<file path="config.mk">
export PLATFORM = sky130hd
export DESIGN_NAME = lnet_pixel_binarizer
export DESIGN_NICKNAME = d
export VERILOG_FILES = /design/src/rtl/lnet_pixel_binarizer.sv
export SDC_FILE = /design/constraint.sdc
export NUM_CORES = 2
export LEC_CHECK = 0
export CORE_ASPECT_RATIO = 2
export CORE_UTILIZATION = 44
export DETAILED_ROUTE_END_ITERATION = 10
export MAX_ROUTING_LAYER = met4
export PLACE_DENSITY_LB_ADDON = 0.1
export SLEW_MARGIN = 5
export SYNTH_ARGS = -nofsm -noshare
export SYNTH_HDL_FRONTEND = slang
export SYNTH_SLANG_ARGS = --single-unit
export TNS_END_PERCENT = 5
</file>
<file path="constraint.sdc">
create_clock -name clk -period 8 [get_ports clk]
set_clock_uncertainty 0.05 [all_clocks]
set_input_delay 1.6 -clock clk [delete_from_list [all_inputs] [get_ports clk]]
set_output_delay 1.6 -clock clk [all_outputs]
set_load 0.01 [all_outputs]
</file>
<file path="src/rtl/lnet_pixel_binarizer.sv">
// lnet_pixel_binarizer: thresholds a beat-serial grayscale pixel stream into a double-buffered 784-bit frame vector
module lnet_pixel_binarizer #(
  parameter int NUM_PIXELS  = 784,
  parameter int BEAT_PIXELS = 8,
  parameter int PIX_W       = 8,
  parameter int THRESH      = 128,
  parameter int CNT_W       = 16
) (
  input  logic                         clk,
  input  logic                         rst,
  input  logic                         s_valid,
  output logic                         s_ready,
  input  logic [BEAT_PIXELS*PIX_W-1:0] s_data,
  input  logic                         s_last,
  output logic                         m_valid,
  input  logic                         m_ready,
  output logic [NUM_PIXELS-1:0]        m_data,
  output logic                         err,
  output logic [CNT_W-1:0]             frames_out,
  output logic [CNT_W-1:0]             frames_drop
);
  localparam int NUM_BEATS = NUM_PIXELS / BEAT_PIXELS;
  localparam int BC_W = $clog2(NUM_BEATS);
  localparam logic [PIX_W-1:0] TH = PIX_W'(THRESH);
  typedef enum logic [1:0] {FILL, FULL, DRAIN} state_t;
  state_t                  r_state;
  logic [BC_W-1:0]         r_cnt;
  logic [NUM_PIXELS-1:0]   r_buf;
  logic [NUM_PIXELS-1:0]   r_mdata;
  logic                    r_mvalid;
  logic                    r_err;
  logic [CNT_W-1:0]        r_fout;
  logic [CNT_W-1:0]        r_fdrop;
  logic [BEAT_PIXELS-1:0]  w_bits;
  logic [NUM_PIXELS-1:0]   w_next_buf;
  logic                    w_acc;
  logic                    w_handoff;
  logic                    w_free;
  logic                    w_last_beat;
  genvar i;
  generate
    for (i = 0; i < BEAT_PIXELS; i++) begin : g_th
      assign w_bits[i] = s_data[i*PIX_W +: PIX_W] >= TH;
    end
  endgenerate
  assign s_ready     = rst && (r_state != FULL);
  assign w_acc       = s_valid && s_ready;
  assign w_handoff   = r_mvalid && m_ready;
  assign w_free      = !r_mvalid || m_ready;
  assign w_last_beat = r_cnt == BC_W'(NUM_BEATS - 1);
  assign m_valid     = r_mvalid;
  assign m_data      = r_mdata;
  assign err         = r_err;
  assign frames_out  = r_fout;
  assign frames_drop = r_fdrop;
  // assembly buffer with the current beat's thresholded bits merged in at its slot
  always_comb begin
    w_next_buf = r_buf;
    w_next_buf[int'(r_cnt)*BEAT_PIXELS +: BEAT_PIXELS] = w_bits;
  end
  // frame assembly, malformed-frame handling and output register hand-off
  always_ff @(posedge clk or negedge rst) begin
    if (!rst) begin
      r_state  <= FILL;
      r_cnt    <= '0;
      r_buf    <= '0;
      r_mdata  <= '0;
      r_mvalid <= 1'b0;
      r_err    <= 1'b0;
      r_fout   <= '0;
      r_fdrop  <= '0;
    end else begin
      r_err <= 1'b0;
      if (w_handoff) begin
        r_mvalid <= 1'b0;
        r_fout   <= r_fout + CNT_W'(1);
      end
      case (r_state)
        FILL: if (w_acc) begin
          r_buf <= w_next_buf;
          if (w_last_beat) begin
            r_cnt <= '0;
            if (!s_last) begin
              r_err   <= 1'b1;
              r_fdrop <= r_fdrop + CNT_W'(1);
              r_state <= DRAIN;
            end else if (w_free) begin
              r_mdata  <= w_next_buf;
              r_mvalid <= 1'b1;
            end else begin
              r_state <= FULL;
            end
          end else if (s_last) begin
            r_err   <= 1'b1;
            r_fdrop <= r_fdrop + CNT_W'(1);
            r_cnt   <= '0;
          end else begin
            r_cnt <= r_cnt + BC_W'(1);
          end
        end
        FULL: if (w_free) begin
          r_mdata  <= r_buf;
          r_mvalid <= 1'b1;
          r_state  <= FILL;
        end
        DRAIN: if (w_acc && s_last) r_state <= FILL;
        default: r_state <= FILL;
      endcase
    end
  end
endmodule

</file>
# Word level (Yosys, flattened, before mapping)
# Cells that the tools add are included.
classes:
  n_addsub: 4
  magnitude_cmp: 8
  eq_ne: 12
  n_shift: 2
  muxes: 30
  reduce_logical: 13
op_table:
  columns: ["operator", "count"]
  rows:
  - ["$mux 784", 5]
  - ["$pmux 784 s2", 1]
  - ["$bwmux 784", 1]
  - ["$shift 8x33->784 const A", 1]
  - ["$shiftx 8x33->784", 1]
  - ["$ge 8x8->1 const B", 8]
  - ["$mux 16", 3]
  - ["$neg 10->33", 1]
  - ["$add 16x1->16 const B", 2]
  - ["$mux 7", 2]
  - ["$ne 2x2->1 const B", 7]
  - ["$mux 2", 6]
  - ["$mux 1", 10]
  - ["$add 7x1->7 const B", 1]
  - ["$eq 7x7->1 const B", 1]
  - ["$pmux 2 s3", 1]
  - ["$reduce_and 6->1", 1]
  - ["$reduce_and 5->1", 1]
  - ["$logic_and 1x1->1", 4]
  - ["$reduce_and 4->1", 1]
  - ["$reduce_bool 2->1", 2]
  - ["$ne 3x3->1 const B", 1]
  - ["$eq 2x1->1 const B", 1]
  - ["$eq 2x2->1 const B", 1]
  - ["other kinds (6)", 6]
word_totals:
  reg_bits: 1611
  in_bits: 69
  out_inout_bits: 819
  wordCells: 77

# Logic depth before layout (Yosys ltp)
logic_depth:
  ltp_word: 8
  ltp_mapped: 16
  depth_no_buf: 10

# Worst setup path after synthesis
# No wires, ideal clock.
synth_timing:
  path_type: "flip-flop to flip-flop"
  startpoint: "register r_cnt[0]"
  endpoint: "register r_buf[224]"
  setup_time_ns: 0.125
  arrival_ns: 3.453
  required_ns: 7.825
  slack_ns: 4.372
  stages_incl_launch_ff: 15
  path_buffers: 6
  synth_period_minus_slack_ns: 3.628
  path_cell_list: "dfrtp_1 buf_2 clkbuf_1 inv_1 ha_1 buf_2 inv_1 nor3_1 ha_1 clkbuf_1 clkbuf_1 buf_1 nand4_1 nor2_1 mux2_2"
synth_between:
  elab_chain_cells: 3
  elab_cells_between_ends: 4
  classes_between: "add/sub: 1; shift: 2; mux: 1"
synth_lines:
  columns: ["item", "line", "rtl"]
  rows:
  - ["start, declared", "27", "logic [BC_W-1:0] r_cnt;"]
  - ["start signal, assigned", "98", "r_cnt <= r_cnt + BC_W'(1);"]
  - ["$neg 10->33 (*)", "59", "w_next_buf[int'(r_cnt)*BEAT_PIXELS +: BEAT_PIXELS] = w_bits;"]
  - ["$shiftx 8x33->784 / $shift 8x33->784 (equally long branches)", "59", null]
  - ["$bwmux 784 (*)", "59", null]
  - ["end signal, assigned", "80", "r_buf <= w_next_buf;"]
  - ["end, declared", "28", "logic [NUM_PIXELS-1:0] r_buf;"]
# Mark *: on every way between the ends. The rest lies on a longest branch, timed or not.
# A chain may end at the register's enable or synchronous reset.

# Final worst setup path
layout_timing:
  startpoint: "register r_cnt[0]"
  endpoint: "register r_buf[613]"
# Same word-level chain as after synthesis.

==> results.rst <==
.. list-table::
   :header-rows: 1

   * - Metric
     - Value
   * - Terminus of the critical flop-to-flop path
     - r_buf[613]$_DFFE_PN0P_
   * - Via count of the first global-routing pass
     - 52824
   * - Share of the clock period used by the worst path
     - 0.649
   * - Post-Synthesis Cell Area
     - 65200 um^2
   * - Root Buffer
     - sky130_fd_sc_hd__clkbuf_16
   * - Pins Over Slew Limit
     - 0
   * - Setup TNS
     - 0 ps
   * - Failing checks
     - DRC
   * - Ports placed on the boundary
     - slightly below 900
   * - Number of nets still failing antenna checks after routing
     - 0
   * - Initial core utilization
     - 0.444
   * - Avg Inst Size Synth
     - ~9.7 um^2
   * - Number of cells in the finished layout apart from fillers
     - around 9400
   * - Met3 Track Usage GR
     - 0.0797
   * - Final Hold Fails
     - 0
   * - Final Core Density
     - 0.550
   * - Worst Hold Class
     - register to register
   * - CTS tree
     - built
   * - Hold-fix buffers at CTS
     - 0
   * - Total power per unit cell area
     - approximately 220 nW/um^2
   * - Vertical die dimension
     - 546 um
   * - Count of cells resized by post-cts repair
     - 0
   * - Clock Power Share
     - 0.426
   * - Max H-tree Level
     - 4
   * - Post CTS Setup Buffer Count
     - 0
   * - Number of buffers created by CTS
     - 154
   * - Critical Path Sink Type
     - register
   * - Clock latency of the later-clocked register in the worst-skew pair
     - approximately 800 ps
   * - Relative contribution of sequential cells to total power
     - 0.462
   * - Drc violations
     - 300
   * - Total global routing track utilization
     - 0.329
   * - Pin slew with the least headroom to its limit
     - 1270 ps
   * - Critical Path Fanout Max
     - 43
   * - Overall die area
     - 150000 um^2
   * - Logic depth of the worst register-to-register path
     - 10
   * - Achievable Freq
     - around 0.19 GHz
   * - Post-synthesis cell count
     - 6693
   * - Static power due to leakage
     - between 30 and 40 nW
   * - Global placement routability congestion
     - just over 0.9
   * - Primary flip-flop cell chosen by synthesis mapping
     - sky130_fd_sc_hd__dfrtp_1
   * - FILL cells
     - about 13000
   * - Portion of the post-synthesis area used by sequential elements
     - 0.619
   * - RR Startpoint
     - r_cnt[0]$_DFFE_PN0P_
   * - Met1 track demand over resource in global routing
     - 0.373
   * - Post-Route Hold Slack
     - between 300 and 400 ps
   * - Library cells used by synthesis
     - 66
   * - Number of DRC violations after detailed-routing iteration 0
     - 4293
   * - Worst reg2reg setup slack
     - around 2800 ps
   * - Number of vias after detailed routing
     - 52196
   * - Fraction of registers with async set or reset after synthesis
     - 1.00
   * - Count of TritonRoute iterations in the first routing pass
     - 11
   * - Fraction of layout cells with a size suffix above 1
     - 0.101
   * - Antenna violations before repair
     - 4
   * - Sw Share
     - 0.276
   * - Number of nets produced by synthesis
     - about 6800
   * - Cell total after placement
     - 9109
   * - Min-Delay Path Depth
     - 2
   * - Multi-input logic area
     - around 23000 um^2
   * - Overall power after layout
     - approximately 18 mW
   * - Critical path destination
     - r_buf[613]$_DFFE_PN0P_
   * - Maximum number of pins on one net before global-route repair
     - 184
   * - Logic gate share of total power
     - 0.112
   * - Area of all sequential standard cells
     - slightly above 40000 um^2
   * - P&R area growth vs syn
     - 24.0%
   * - CP startpoint kind
     - register
   * - Internal power
     - between 10 and 15 mW
   * - Detail-routed net length per standard cell
     - 25.5 um
   * - Count of max-cap constraint violations
     - 0
   * - Overflow after GRT
     - 0
   * - Critical Setup Path Class
     - register to register
   * - Total half-perimeter wirelength after legalization and detailed placement
     - roughly 170 mm
   * - Met2 demand-to-capacity share in global routing
     - 0.538
   * - Final min period
     - roughly 5200 ps
   * - Busiest layer in global routing
     - met2
   * - Register bit count reported by yosys
     - ~1600
   * - Maximum buffer depth of the clock tree
     - 4
   * - Clock transition at the register clock pins on the worst setup and hold paths after CTS
     - 70 ps
   * - Finish-stage setup viols
     - 0
   * - Core box area
     - 147000 um^2
   * - First-pass GRT wire length
     - between 300 and 400 mm
   * - CP startpoint
     - r_cnt[0]$_DFFE_PN0P_
   * - Synthesis Warnings
     - 0
   * - Clock net sink count
     - about 1600
   * - Die span in x
     - 274 um
   * - WP data arrival
     - around 6000 ps
   * - Required time at the endpoint of the critical path
     - slightly below 9000 ps
   * - Psw
     - about 5 mW
   * - Run status
     - finished with violations
   * - EDFF count, synth
     - 0
   * - Net count reported at finish
     - 7431
   * - Rows
     - about 200
   * - Slew HR
     - 0.153
   * - Port buffer count
     - 831
   * - IR Drop Worst-Case VDD
     - just over 0.2 mV
   * - Via count normalized by instance count
     - ~5.6
   * - Unrepaired setup endpoints after global routing
     - false
   * - Routed wire length
     - about 240 mm
cells by family (layout without fill, tap and decap cells):
kind of cell,Yosys count,count (layout),share of synthesized area
xor gates and xnor gates,39,39,0.00524
buffers and inverters,474,1249,0.0278
and+or+nand+nor,2919,2919,0.183
DFF,1611,1611,0.619
adders and majority gates,6,6,0.00115
muxes,323,323,0.0553
AOI/OAI and AO/OA,1321,1321,0.109
other,0,7,0
metrics by stage:
step / area (um^2) / worst slack [ps]
2_1_floorplan: 65200 / 4370
3_3_place_gp: 75600 / 2320
3_5_place_dp: 75600 / 2300
4_1_cts: 80700 / 2900
5_1_grt: 80800 / 2610
6_report: 80800 / 2810
cell usage after synthesis, drive strengths merged, types with 26 or more instances:
| master | number | share of area |
|---|---|---|
| a21oi | 28 | 0.0022 |
| a31oi | 105 | 0.010 |
| buf | 44 | 0.0031 |
| clkbuf | 406 | 0.023 |
| dfrtp | 1611 | 0.62 |
| mux2 | 298 | 0.052 |
| nand2 | 2159 | 0.12 |
| nand3 | 193 | 0.015 |
| nand4 | 73 | 0.0070 |
| nor2 | 289 | 0.017 |
| nor3 | 62 | 0.0050 |
| o211ai | 46 | 0.0054 |
| o21ai | 1080 | 0.083 |
| o31ai | 28 | 0.0032 |
| or3 | 34 | 0.0033 |
| xnor2 | 26 | 0.0035 |
how the worst min path moves through the flow:
stage / to / startpoint
3_5_place_dp: m_data[362]$_DFFE_PN0P_ / r_buf[362]$_DFFE_PN0P_
5_1_grt: m_data[627]$_DFFE_PN0P_ / r_buf[627]$_DFFE_PN0P_
3_3_place_gp: m_data[513]$_DFFE_PN0P_ / r_buf[513]$_DFFE_PN0P_
2_1_floorplan: m_data[104]$_DFFE_PN0P_ / r_buf[104]$_DFFE_PN0P_
4_1_cts: m_data[563]$_DFFE_PN0P_ / r_buf[563]$_DFFE_PN0P_
6_report: m_data[563]$_DFFE_PN0P_ / r_buf[563]$_DFFE_PN0P_
power by group through the flow:
stage          Clock (mW)  Sequential [mW]  Combinational, mW
2_1_floorplan           0             8.44              0.913
3_3_place_gp            0             8.45               1.99
3_5_place_dp            0             8.45               2.00
4_1_cts              7.78             8.30               2.01
5_1_grt              8.07             8.31               2.12
6_report             7.66             8.30               2.01
registers in the layout, indices dropped and copies added (netlist names):
name         cells
r_buf          784
r_cnt            7
frames_out      16
frames_drop     16
m_data         784
m_valid          1
r_state          2
err              1
cells in the final DEF, fill, tap and decap left out, types with 22 or more instances in the layout:
cell                              synthesis  final
sky130_fd_sc_hd__clkbuf_8                 0     32
sky130_fd_sc_hd__nand2_1               2159   2159
sky130_fd_sc_hd__a31oi_1                105    105
sky130_fd_sc_hd__xnor2_1                 26     23
sky130_fd_sc_hd__nand3_1                193    189
sky130_fd_sc_hd__mux2i_1                 25     25
sky130_fd_sc_hd__clkbuf_16                0    157
sky130_fd_sc_hd__nand2b_1                24     24
sky130_fd_sc_hd__a21oi_1                 27     26
sky130_fd_sc_hd__clkinv_2                 0     24
sky130_fd_sc_hd__clkdlybuf4s50_1          0    822
sky130_fd_sc_hd__o211ai_1                45     45
sky130_fd_sc_hd__o31ai_1                 28     26
sky130_fd_sc_hd__mux2_2                 298    298
sky130_fd_sc_hd__nor2_1                 287    284
sky130_fd_sc_hd__nand4_1                 73     73
sky130_fd_sc_hd__clkbuf_1               406     25
sky130_fd_sc_hd__nor3_1                  59     55
sky130_fd_sc_hd__inv_1                   22     22
sky130_fd_sc_hd__dfrtp_1               1611   1611
sky130_fd_sc_hd__o21ai_0               1074   1072
sky130_fd_sc_hd__or3_1                   33     33
sky130_fd_sc_hd__and3_1                  25     25
sky130_fd_sc_hd__buf_4                    0    118
final cells by class:
type                       instances  area share
antenna                            7    0.000217
timing repair buffer             957       0.116
clock inverter                    54     0.00906
multi-input combinational       4608       0.290
tap                             1909      0.0296
clock buffer                     214      0.0553
inverter                          24     0.00112
sequential                      1611       0.499
layer usage:
metal	up-vias	share of wire
li1	23732	-
met2	1913	0.49
met4	0	0.059
met3	466	0.081
met1	26085	0.37
met5	-	0
worst max-delay path, stage by stage (launching register included):
cell                        delay, ps
sky130_fd_sc_hd__dfrtp_1          650
sky130_fd_sc_hd__inv_1            280
sky130_fd_sc_hd__ha_1             530
sky130_fd_sc_hd__inv_1            170
sky130_fd_sc_hd__nor3_1           220
sky130_fd_sc_hd__ha_2             310
sky130_fd_sc_hd__buf_4            330
sky130_fd_sc_hd__inv_2            560
sky130_fd_sc_hd__o2111ai_4        710
sky130_fd_sc_hd__nor2_1           850
sky130_fd_sc_hd__mux2_2           410
No activity file was read; power rests on OpenSTA's default activity.
